==> src/rtl/product_bcd_pkg.sv <==
// product_bcd_pkg: shared FSM encoding, digit width and active-low 7-segment patterns
package product_bcd_pkg;
  typedef enum logic {IDLE, CONV} state_t;
  localparam int DIGIT_W = 4;
  localparam logic [6:0] SEG_0 = 7'h40;
  localparam logic [6:0] SEG_1 = 7'h79;
  localparam logic [6:0] SEG_2 = 7'h24;
  localparam logic [6:0] SEG_3 = 7'h30;
  localparam logic [6:0] SEG_4 = 7'h19;
  localparam logic [6:0] SEG_5 = 7'h12;
  localparam logic [6:0] SEG_6 = 7'h02;
  localparam logic [6:0] SEG_7 = 7'h78;
  localparam logic [6:0] SEG_8 = 7'h00;
  localparam logic [6:0] SEG_9 = 7'h10;
  localparam logic [6:0] SEG_BLANK = 7'h7F;
endpackage

==> src/rtl/bcd_to_sevseg.sv <==
// bcd_to_sevseg: 4-bit BCD digit to active-low {g..a} segments; non-decimal codes blank
module bcd_to_sevseg import product_bcd_pkg::*; (
  input  logic [3:0] bcd_i,
  output logic [6:0] seg_o
);
  always_comb begin
    seg_o = SEG_BLANK;
    case (bcd_i)
      4'd0: seg_o = SEG_0;
      4'd1: seg_o = SEG_1;
      4'd2: seg_o = SEG_2;
      4'd3: seg_o = SEG_3;
      4'd4: seg_o = SEG_4;
      4'd5: seg_o = SEG_5;
      4'd6: seg_o = SEG_6;
      4'd7: seg_o = SEG_7;
      4'd8: seg_o = SEG_8;
      4'd9: seg_o = SEG_9;
      default: seg_o = SEG_BLANK;
    endcase
  end
endmodule

==> src/rtl/product_bcd_conv.sv <==
// product_bcd_conv: sequential double-dabble binary-to-BCD converter, one bit per clock.
// Define PRODUCT_BCD_SEVSEG_MUX_EN to add the multiplexed 7-segment driver (an/seg).
module product_bcd_conv import product_bcd_pkg::*; #(
  parameter int W = 8,
  parameter int DIGITS = 3
`ifdef PRODUCT_BCD_SEVSEG_MUX_EN
  , parameter int REFRESH_DIV = 100000
`endif
) (
  input  logic                      clk,
  input  logic                      rst,
  input  logic                      start,
  input  logic [W-1:0]              bin,
  output logic                      busy,
  output logic                      done,
  output logic [DIGIT_W*DIGITS-1:0] bcd
`ifdef PRODUCT_BCD_SEVSEG_MUX_EN
  , output logic [3:0]              an
  , output logic [6:0]              seg
`endif
);
  localparam int BW = DIGIT_W * DIGITS;
  localparam int SW = BW + W;
  localparam int CW = $clog2(W + 1);
  state_t state_q, state_d;
  logic [CW-1:0] cnt_q, cnt_d;
  logic [SW-1:0] sh_q, sh_d, nxt;
  logic [BW-1:0] bcd_q, bcd_d, adj;
  logic done_q, done_d;
  always_comb begin
    adj = '0;
    for (int i = 0; i < DIGITS; i++)
      adj[i*DIGIT_W +: DIGIT_W] = sh_q[W+i*DIGIT_W +: DIGIT_W] >= 4'd5 ?
        sh_q[W+i*DIGIT_W +: DIGIT_W] + 4'd3 : sh_q[W+i*DIGIT_W +: DIGIT_W];
    // scratch MSB is dropped: 10^DIGITS > 2^W-1 guarantees it is always zero
    nxt = {adj[BW-2:0], sh_q[W-1:0], 1'b0};
    state_d = state_q;
    cnt_d = cnt_q;
    sh_d = sh_q;
    bcd_d = bcd_q;
    done_d = 1'b0;
    if (state_q == IDLE) begin
      if (start) begin
        state_d = CONV;
        cnt_d = CW'(W);
        sh_d = {{BW{1'b0}}, bin};
      end
    end else begin
      sh_d = nxt;
      cnt_d = cnt_q - CW'(1);
      if (cnt_q == CW'(1)) begin
        state_d = IDLE;
        bcd_d = nxt[SW-1:W];
        done_d = 1'b1;
      end
    end
  end
  always_ff @(posedge clk) begin
    if (rst) begin
      state_q <= IDLE;
      cnt_q <= '0;
      sh_q <= '0;
      bcd_q <= '0;
      done_q <= 1'b0;
    end else begin
      state_q <= state_d;
      cnt_q <= cnt_d;
      sh_q <= sh_d;
      bcd_q <= bcd_d;
      done_q <= done_d;
    end
  end
  assign busy = state_q == CONV;
  assign done = done_q;
  assign bcd = bcd_q;
`ifdef PRODUCT_BCD_SEVSEG_MUX_EN
  localparam int RW = REFRESH_DIV > 1 ? $clog2(REFRESH_DIV) : 1;
  logic [RW-1:0] ref_q;
  logic [1:0] sel_q;
  logic [3:0] an_q, dig;
  logic [6:0] seg_q, seg_w;
  assign dig = 4'(bcd_q >> {sel_q, 2'b00});
  bcd_to_sevseg u_seg (.bcd_i(dig), .seg_o(seg_w));
  always_ff @(posedge clk) begin
    if (rst) begin
      ref_q <= '0;
      sel_q <= '0;
      an_q <= 4'hF;
      seg_q <= SEG_BLANK;
    end else begin
      ref_q <= ref_q == RW'(REFRESH_DIV - 1) ? '0 : ref_q + RW'(1);
      if (ref_q == RW'(REFRESH_DIV - 1)) sel_q <= sel_q + 2'd1;
      an_q <= ~(4'b0001 << sel_q);
      seg_q <= (sel_q == 2'd3 || int'(sel_q) >= DIGITS) ? SEG_BLANK : seg_w;
    end
  end
  assign an = an_q;
  assign seg = seg_q;
`endif
endmodule
==> config.mk <==
export PLATFORM = sky130hd
export DESIGN_NAME = product_bcd_conv
export DESIGN_NICKNAME = d
export VERILOG_FILES = /design/src/rtl/product_bcd_pkg.sv /design/src/rtl/bcd_to_sevseg.sv /design/src/rtl/product_bcd_conv.sv
export SDC_FILE = /design/constraint.sdc
export NUM_CORES = 1
export LEC_CHECK = 0
export CAP_MARGIN = 20
export CELL_PAD_IN_SITES_DETAIL_PLACEMENT = 0
export CELL_PAD_IN_SITES_GLOBAL_PLACEMENT = 2
export CORE_ASPECT_RATIO = 0.7
export CORE_UTILIZATION = 30
export DETAILED_ROUTE_END_ITERATION = 16
export PLACE_DENSITY_LB_ADDON = 0.08
export SYNTH_ARGS = -nofsm -noshare
export SYNTH_HDL_FRONTEND = slang
export SYNTH_HIERARCHICAL = 1
export SYNTH_SLANG_ARGS = --single-unit
export TNS_END_PERCENT = 100
==> constraint.sdc <==
create_clock -name clk -period 1.5 [get_ports clk]
set_input_delay 0.225 -clock clk [delete_from_list [all_inputs] [get_ports clk]]
set_output_delay 0.225 -clock clk [all_outputs]
set_load 0.01 [all_outputs]
==> results.tsv, run 1 <==
stage	metric	value	unit
status	outcome	complete, no violations	
timing	tightest slew margin relative to the limit	74.5	%
synthesis	commonest cells in the synthesized netlist	sky130_fd_sc_hd__dfxtp_1, sky130_fd_sc_hd__nor2_1, sky130_fd_sc_hd__a21oi_1	
timing	setup repair after global routing missed its margin	true	
floorplan	x dimension of the die	93.0	um
synthesis	area share of the leading cell type in the synthesized netlist	43.7	%
synthesis	number of enable-type register cells in the synthesized netlist	0	
floorplan	starting density of the core	32.1	%
synthesis	most instantiated library cell after synthesis	sky130_fd_sc_hd__dfxtp_1	
finish	ant diodes	0	
worst_setup_path	biggest fanout along the worst timing path	5	
synthesis	async set or reset register ratio after synthesis	0	%
min_path	Worst Hold Class	reg -> reg	
cts	number of H-tree levels	2	
timing	number of failing hold endpoints at the final stage	0	
detailed_routing	number of nets with antenna violations after detailed routing	0	
finish	share of post-route cells with drive strength above 1	21.8	%
job	count of maximum capacitance violations	0	
synthesis	count of yosys warnings during synthesis	6	
power	net switching power	506	uW
synthesis	Mapped Cells	179	
power	internal power	1650	uW
finish	share of the core filled with cells in the final layout	42.9	%
finish	summed area of non-filler cells in the final layout	2320	sq um
detailed_routing	number of design rule violations left after detail routing	0	
grt	total overflow reported by the global router	0	
synthesis	synthesized net count	198	
timing	setup skew after layout	0.00506	ns
timing	final number of max-transition violations	0	
grt	first-pass GRT wire length	6740	um
finish	Layout Area Growth over Synthesis	33.7	%
worst_setup_path	type of origin of the critical path	register	
power	Reg power frac	49.1	%
placed_design	weighted congestion at the end of routability-driven global placement	0.814	
grt	number of global-route vias before repair	1423	
detailed_routing	post-detailed-route via-to-cell ratio	4.75	
synthesis	distinct cell type count after synthesis	34	
timing	total negative setup slack	0	ns
cts	number of buffers inserted to repair setup after CTS	0	
worst_setup_path	required time at the endpoint of the critical path	1.27	ns
worst_setup_path	slack of the worst reg-to-reg path	0.09	ns
placed_design	placed cell count	284	
detailed_routing	drt first-iter violations	40	
min_path	launch point of the worst hold path	bcd[11]	
synthesis	flip-flop and latch count after synthesis	38	
worst_setup_path	slowest stage cell on the critical path	sky130_fd_sc_hd__clkdlybuf4s50_1	
power	IR Drop Worst-Case VDD	0.468	mV
floorplan	IO Pins	25	
timing	Final period util	95.8	%
synthesis	Synth Cell Area	1740	sq um
power	leakage power	0.000861	uW
timing	Max Clock Freq	696	MHz
timing	slew of the pin with the lowest slew margin	0.382	ns
placed_design	placed inst area	2170	sq um
finish	final net count	238	
cts	clock-pin slew on the worst setup and hold paths	0.08	ns
cts	clock tree from TritonCTS	built	
worst_setup_path	CP Buf/Inv Count	1	
placed_design	dpl hpwl	2860	um
synthesis	fraction of the yosys area taken by sequential cells	43.7	%
timing	final critical delay including setup and external delays	1.44	ns
detailed_routing	total wire length	3920	um
min_path	cell depth of the worst hold path	1	
floorplan	area of the placeable core	5420	sq um
worst_setup_path	Levels on crit path	1	
cts	TritonCTS sink count	38	
floorplan	Die Height	65.7	um
power	Combinational Power Share	10.6	%
timing	endpoints failing setup	0	
cts	buffer levels on the longest clock path	2	
worst_setup_path	CP arrival	1.21	ns
cts	clock root buffer	sky130_fd_sc_hd__clkbuf_8	
detailed_routing	1st-pass router iterations	2	
grt	Global Route Usage Sum	14.7	%
grt	maximum number of pins on one net before global-route repair	22	
power	net switching share of the total power	23.5	%
detailed_routing	average routed wire per standard cell	13.4	um
placed_design	# port buffers	24	
worst_setup_path	depth of the worst register-to-register path	7	
worst_setup_path	Critical R2R Capture	bcd[3]	
synthesis	dominant cells by area after synthesis	sky130_fd_sc_hd__dfxtp_1, sky130_fd_sc_hd__mux2i_1, sky130_fd_sc_hd__ha_1, sky130_fd_sc_hd__a21oi_1, sky130_fd_sc_hd__o2bb2ai_1	
cts	total clock buffers created by CTS	5	
worst_setup_path	worst reg2reg path startpoint	cnt_q[1]	
finish	filler cell count	531	
floorplan	Core Rows	22	
min_path	end point of the worst hold path	bcd[11]	
detailed_routing	total via count in the routed design	1387	
grt	number of antenna violations at the first check in global routing	0	
power	share of total power in the clock network	40.4	%
worst_setup_path	CP peak stage delay	0.55	ns
cts	Clock Latency Late Sink	0.29	ns
worst_setup_path	Top delay family on crit path	buffers and inverters	
synthesis	mean area per synthesized cell	9.72	sq um
worst_setup_path	cell breakdown of the critical path	clkdlybuf4s50_1	
power	Pwr Density	926	nW/um^2
synthesis	dominant synthesized flop cell	sky130_fd_sc_hd__dfxtp_1	
worst_setup_path	crit end category	primary output	
worst_setup_path	start-to-end type of the worst setup path	reg -> out	
floorplan	die outline area	6110	sq um
finish	final standard cell count with taps included and fillers excluded	292	
synthesis	cell type contributing the most total cell area after synthesis	sky130_fd_sc_hd__dfxtp_1	
power groups by stage:
stage | Combinational (uW) | Clock (uW) | Sequential (uW)
3_3_place_gp | 221 | 0 | 1080
2_1_floorplan | 142 | 0 | 1080
6_report | 228 | 869 | 1060
4_1_cts | 227 | 891 | 1060
3_5_place_dp | 226 | 0 | 1080
5_1_grt | 252 | 946 | 1060
metal layers:
metal  global-route usage (%)  share of wire (%)
met2                     22.1                 41
met5                        0                  0
met1                     19.7                 54
met4                     6.35                1.7
met3                     3.94                3.2
final cells by class:
type / instances / area (sq um) / share of cell area, %
Multi-Input combinational cell: 120 / 916 / 39.4
Sequential cell: 38 / 763 / 32.8
Timing Repair Buffer: 43 / 408 / 17.5
Tap cell: 72 / 90.1 / 3.88
Clock buffer: 7 / 76.3 / 3.28
Inverter: 11 / 41.3 / 1.78
Clock inverter: 1 / 30.0 / 1.29
timing repair:
action | 4_1_cts | 5_1_grt
endpoints found under the setup margin | 1 | 14
resized for setup | 1 | 13
hold buffers | 0 | 0
cloned | 0 | 0
pin swaps | 0 | 4
flip-flops by register name, summed over array words and instances (netlist names):
name / count
sh_q: 20
bcd: 12
cnt_q: 4
busy: 1
done: 1
placed cells by master, fill, tap and decap left out, types with 7 or more instances in the layout:
cell / count
sky130_fd_sc_hd__a21oi_1: 17
sky130_fd_sc_hd__buf_4: 17
sky130_fd_sc_hd__clkdlybuf4s50_1: 24
sky130_fd_sc_hd__dfxtp_1: 36
sky130_fd_sc_hd__ha_1: 7
sky130_fd_sc_hd__inv_1: 7
sky130_fd_sc_hd__mux2i_1: 9
sky130_fd_sc_hd__nor2_1: 20
sky130_fd_sc_hd__nor3b_1: 8
sky130_fd_sc_hd__o2bb2ai_1: 9
kinds of logic after synthesis:
kind of cell | Yosys count | synth area share, %
AOI/OAI and AO/OA | 48 | 19.0
xor gates and xnor gates | 3 | 1.51
adders and majority gates | 8 | 5.76
buffers and inverters | 21 | 6.33
DFF | 38 | 43.7
muxes | 13 | 7.63
and+or+nand+nor | 48 | 16.0
worst max-delay path by stage:
| stage | to | slack (ns) | from |
|---|---|---|---|
| floorplan | sh_q[18] | 0.09 | sh_q[16] |
| global placement | sh_q[10] | -0.03 | rst |
| detailed placement | sh_q[14] | -0.03 | rst |
| CTS | sh_q[10] | 0.003 | sh_q[9] |
| global route | bcd[7] | -0.02 | cnt_q[1] |
| finish | busy | 0.06 | busy |
metrics by stage:
step	hold WS, ns	worst slack [ns]	power, uW
finish	0.467	0.0636	2150
global route	0.484	-0.0195	2260
CTS	0.473	0.00333	2170
detailed placement	0.449	-0.0288	1310
global placement	0.445	-0.0252	1300
floorplan	0.372	0.0901	1220
No activity file was read; power rests on OpenSTA's default activity.
==> inputs of run 2 (changes only) <==
--- a/config.mk
+++ b/config.mk
@@ -9,7 +9,9 @@
 export CELL_PAD_IN_SITES_DETAIL_PLACEMENT = 0
 export CELL_PAD_IN_SITES_GLOBAL_PLACEMENT = 2
 export CORE_ASPECT_RATIO = 0.7
+export CORE_MARGIN = 10
 export CORE_UTILIZATION = 30
+export CTS_CLUSTER_DIAMETER = 60
 export DETAILED_ROUTE_END_ITERATION = 16
 export PLACE_DENSITY_LB_ADDON = 0.08
 export SYNTH_ARGS = -nofsm -noshare
==> run 2 against run 1 <==
Flip-flop and latch count stayed put; hold slack better by 0.00093 ns; sequential share of layout area is 0.089 points higher.
==> results.tsv, run 2 (synthesized netlist as in run 1, its figures left out) <==
stage	metric	value	unit	change
grt	number of global-route vias before repair	1489		+4.6%
detailed_routing	number of nets with antenna violations after detailed routing	0		unchanged
floorplan	starting density of the core	30.7	%	-1.4 points
placed_design	# port buffers	24		unchanged
cts	clock tree from TritonCTS	built		
cts	clock root buffer	sky130_fd_sc_hd__clkbuf_8		
finish	Largest register FFs	20		unchanged
finish	filler cell count	567		+6.8%
finish	share of post-route cells with drive strength above 1	25.3	%	+3.5 points
worst_setup_path	start-to-end type of the worst setup path	reg -> reg		
grt	Global Route Usage Sum	9.30	%	-5.4 points
timing	endpoints failing setup	0		unchanged
detailed_routing	average routed wire per standard cell	14.2	um	+5.4%
timing	Final period util	95.1	%	-0.69 points
finish	final net count	240		+0.84%
timing	slew of the pin with the lowest slew margin	0.378	ns	-0.00427 ns
detailed_routing	1st-pass router iterations	2		unchanged
floorplan	Die Height	83.7	um	+27%
grt	maximum number of pins on one net before global-route repair	20		-9.1%
detailed_routing	total via count in the routed design	1423		+2.6%
cts	number of buffers inserted to repair setup after CTS	0		unchanged
timing	number of failing hold endpoints at the final stage	0		unchanged
cts	clock-pin slew on the worst setup and hold paths	0.07	ns	about the same
finish	ant diodes	0		unchanged
min_path	cell depth of the worst hold path	1		unchanged
timing	total negative setup slack	0	ns	unchanged
finish	Layout Area Growth over Synthesis	33.5	%	
timing	final number of max-transition violations	0		unchanged
timing	setup skew after layout	0.00337	ns	-0.00169 ns
job	count of maximum capacitance violations	0		unchanged
finish	leading cell types in the layout, fill and taps excluded	sky130_fd_sc_hd__dfxtp_1, sky130_fd_sc_hd__clkdlybuf4s50_1, sky130_fd_sc_hd__nor2_1, sky130_fd_sc_hd__buf_4, sky130_fd_sc_hd__a21oi_1		
cts	total clock buffers created by CTS	5		unchanged
power	IR Drop Worst-Case VDD	0.458	mV	-2.1%
status	outcome	complete, no violations		
floorplan	Core Rows	23		+4.5%
timing	Max Clock Freq	701	MHz	+0.73%
cts	TritonCTS sink count	38		unchanged
worst_setup_path	required time at the endpoint of the critical path	1.72	ns	+0.45 ns
finish	Largest Register	sh_q		
placed_design	placed cell count	289		+1.8%
power	Pwr Density	844	nW/um^2	-8.8%
worst_setup_path	depth of the worst register-to-register path	6		-1
min_path	Worst Hold Class	reg -> reg		
floorplan	area of the placeable core	5670	sq um	+4.5%
cts	buffer levels on the longest clock path	2		unchanged
placed_design	dpl hpwl	3120	um	+9.2%
detailed_routing	drt first-iter violations	27		-33%
worst_setup_path	crit end category	register		
detailed_routing	total wire length	4190	um	+6.9%
timing	tightest slew margin relative to the limit	74.8	%	+0.28 points
finish	most common library cell in the layout ignoring fill and taps	sky130_fd_sc_hd__dfxtp_1		
worst_setup_path	CP arrival	1.65	ns	+0.44 ns
floorplan	die outline area	9290	sq um	+52%
detailed_routing	number of design rule violations left after detail routing	0		unchanged
cts	number of H-tree levels	2		unchanged
power	leakage power	0.000851	uW	-1.1%
placed_design	weighted congestion at the end of routability-driven global placement	0.669		-18%
grt	number of antenna violations at the first check in global routing	0		unchanged
grt	total overflow reported by the global router	0		unchanged
finish	final standard cell count with taps included and fillers excluded	296		+1.4%
worst_setup_path	type of origin of the critical path	register		
grt	first-pass GRT wire length	7250	um	+7.5%
floorplan	IO Pins	25		unchanged
detailed_routing	post-detailed-route via-to-cell ratio	4.81		+1.2%
floorplan	x dimension of the die	111	um	+19%
worst_setup_path	biggest fanout along the worst timing path	4		-1
cts	number of hold-repair buffers added at the cts stage	0		unchanged
cts	Clock Latency Late Sink	0.29	ns	about the same
timing	final critical delay including setup and external delays	1.43	ns	-0.0104 ns
==> run 2: cell type report <==
class / count / area [sq um] / share of cell area (%)
flip-flops and latches: 38 / 764 / 32.9
clock buffers: 5 / 68.8 / 2.96
clock inverters: 2 / 10.0 / 0.431
multi-input cells: 120 / 922 / 39.7
well taps: 75 / 93.8 / 4.04
inverters: 11 / 41.3 / 1.78
repair buffers: 45 / 422 / 18.2
==> run 2: worst paths after layout <==
kind,end,startpoint,slack [ns]
max,bcd[10],sh_q[17],0.07
min,bcd[4],bcd[4],0.47
max reg2reg,bcd[10],sh_q[17],0.07
min reg2reg,bcd[4],bcd[4],0.47
==> run 2: metrics by stage <==
step           area [sq um]  total power, uW  hold WS [ns]  util (%)  setup slack, ns
2_1_floorplan          1740             1220         0.372         -           0.0901
3_3_place_gp           2190             1310         0.443      38.6          0.00751
3_5_place_dp           2190             1310         0.450      38.6          -0.0498
4_1_cts                2270             1980         0.472      40.0          0.00277
5_1_grt                2320             2070         0.493      41.0          -0.0214
6_report               2320             1960         0.468      41.0           0.0740
==> run 2: worst max-delay path, stage by stage, from the launching register on <==
cell                        delay, ns
sky130_fd_sc_hd__dfxtp_1         0.31
sky130_fd_sc_hd__inv_1           0.07
sky130_fd_sc_hd__ha_1            0.18
sky130_fd_sc_hd__nand2b_1        0.15
sky130_fd_sc_hd__a21oi_2         0.17
sky130_fd_sc_hd__mux2_2          0.36
sky130_fd_sc_hd__o2bb2ai_1       0.12
==> run 2: timing repair <==
action / CTS / global route
pin swaps: 0 / 5
setup endpoints to repair: 2 / 11
hold endpoints to repair: 0 / 0
gates resized for setup: 3 / 16
gates cloned: 0 / 0
==> run 2: metal layers <==
metal | vias up | part of all wire [%] | track usage, %
li1 | 714 | - | -
met1 | 681 | 49 | 11.5
met2 | 21 | 43 | 14.0
met3 | 7 | 7.0 | 4.31
met4 | 0 | 1.0 | 2.83
met5 | - | 0 | 0
==> run 2: power breakdown <==
| group | internal [uW] | switching [uW] | total (uW) |
|---|---|---|---|
| logic | 120 | 115 | 235 |
| clock network | 312 | 353 | 665 |
| registers | 1040 | 24.0 | 1060 |
| total | 1470 | 492 | 1960 |
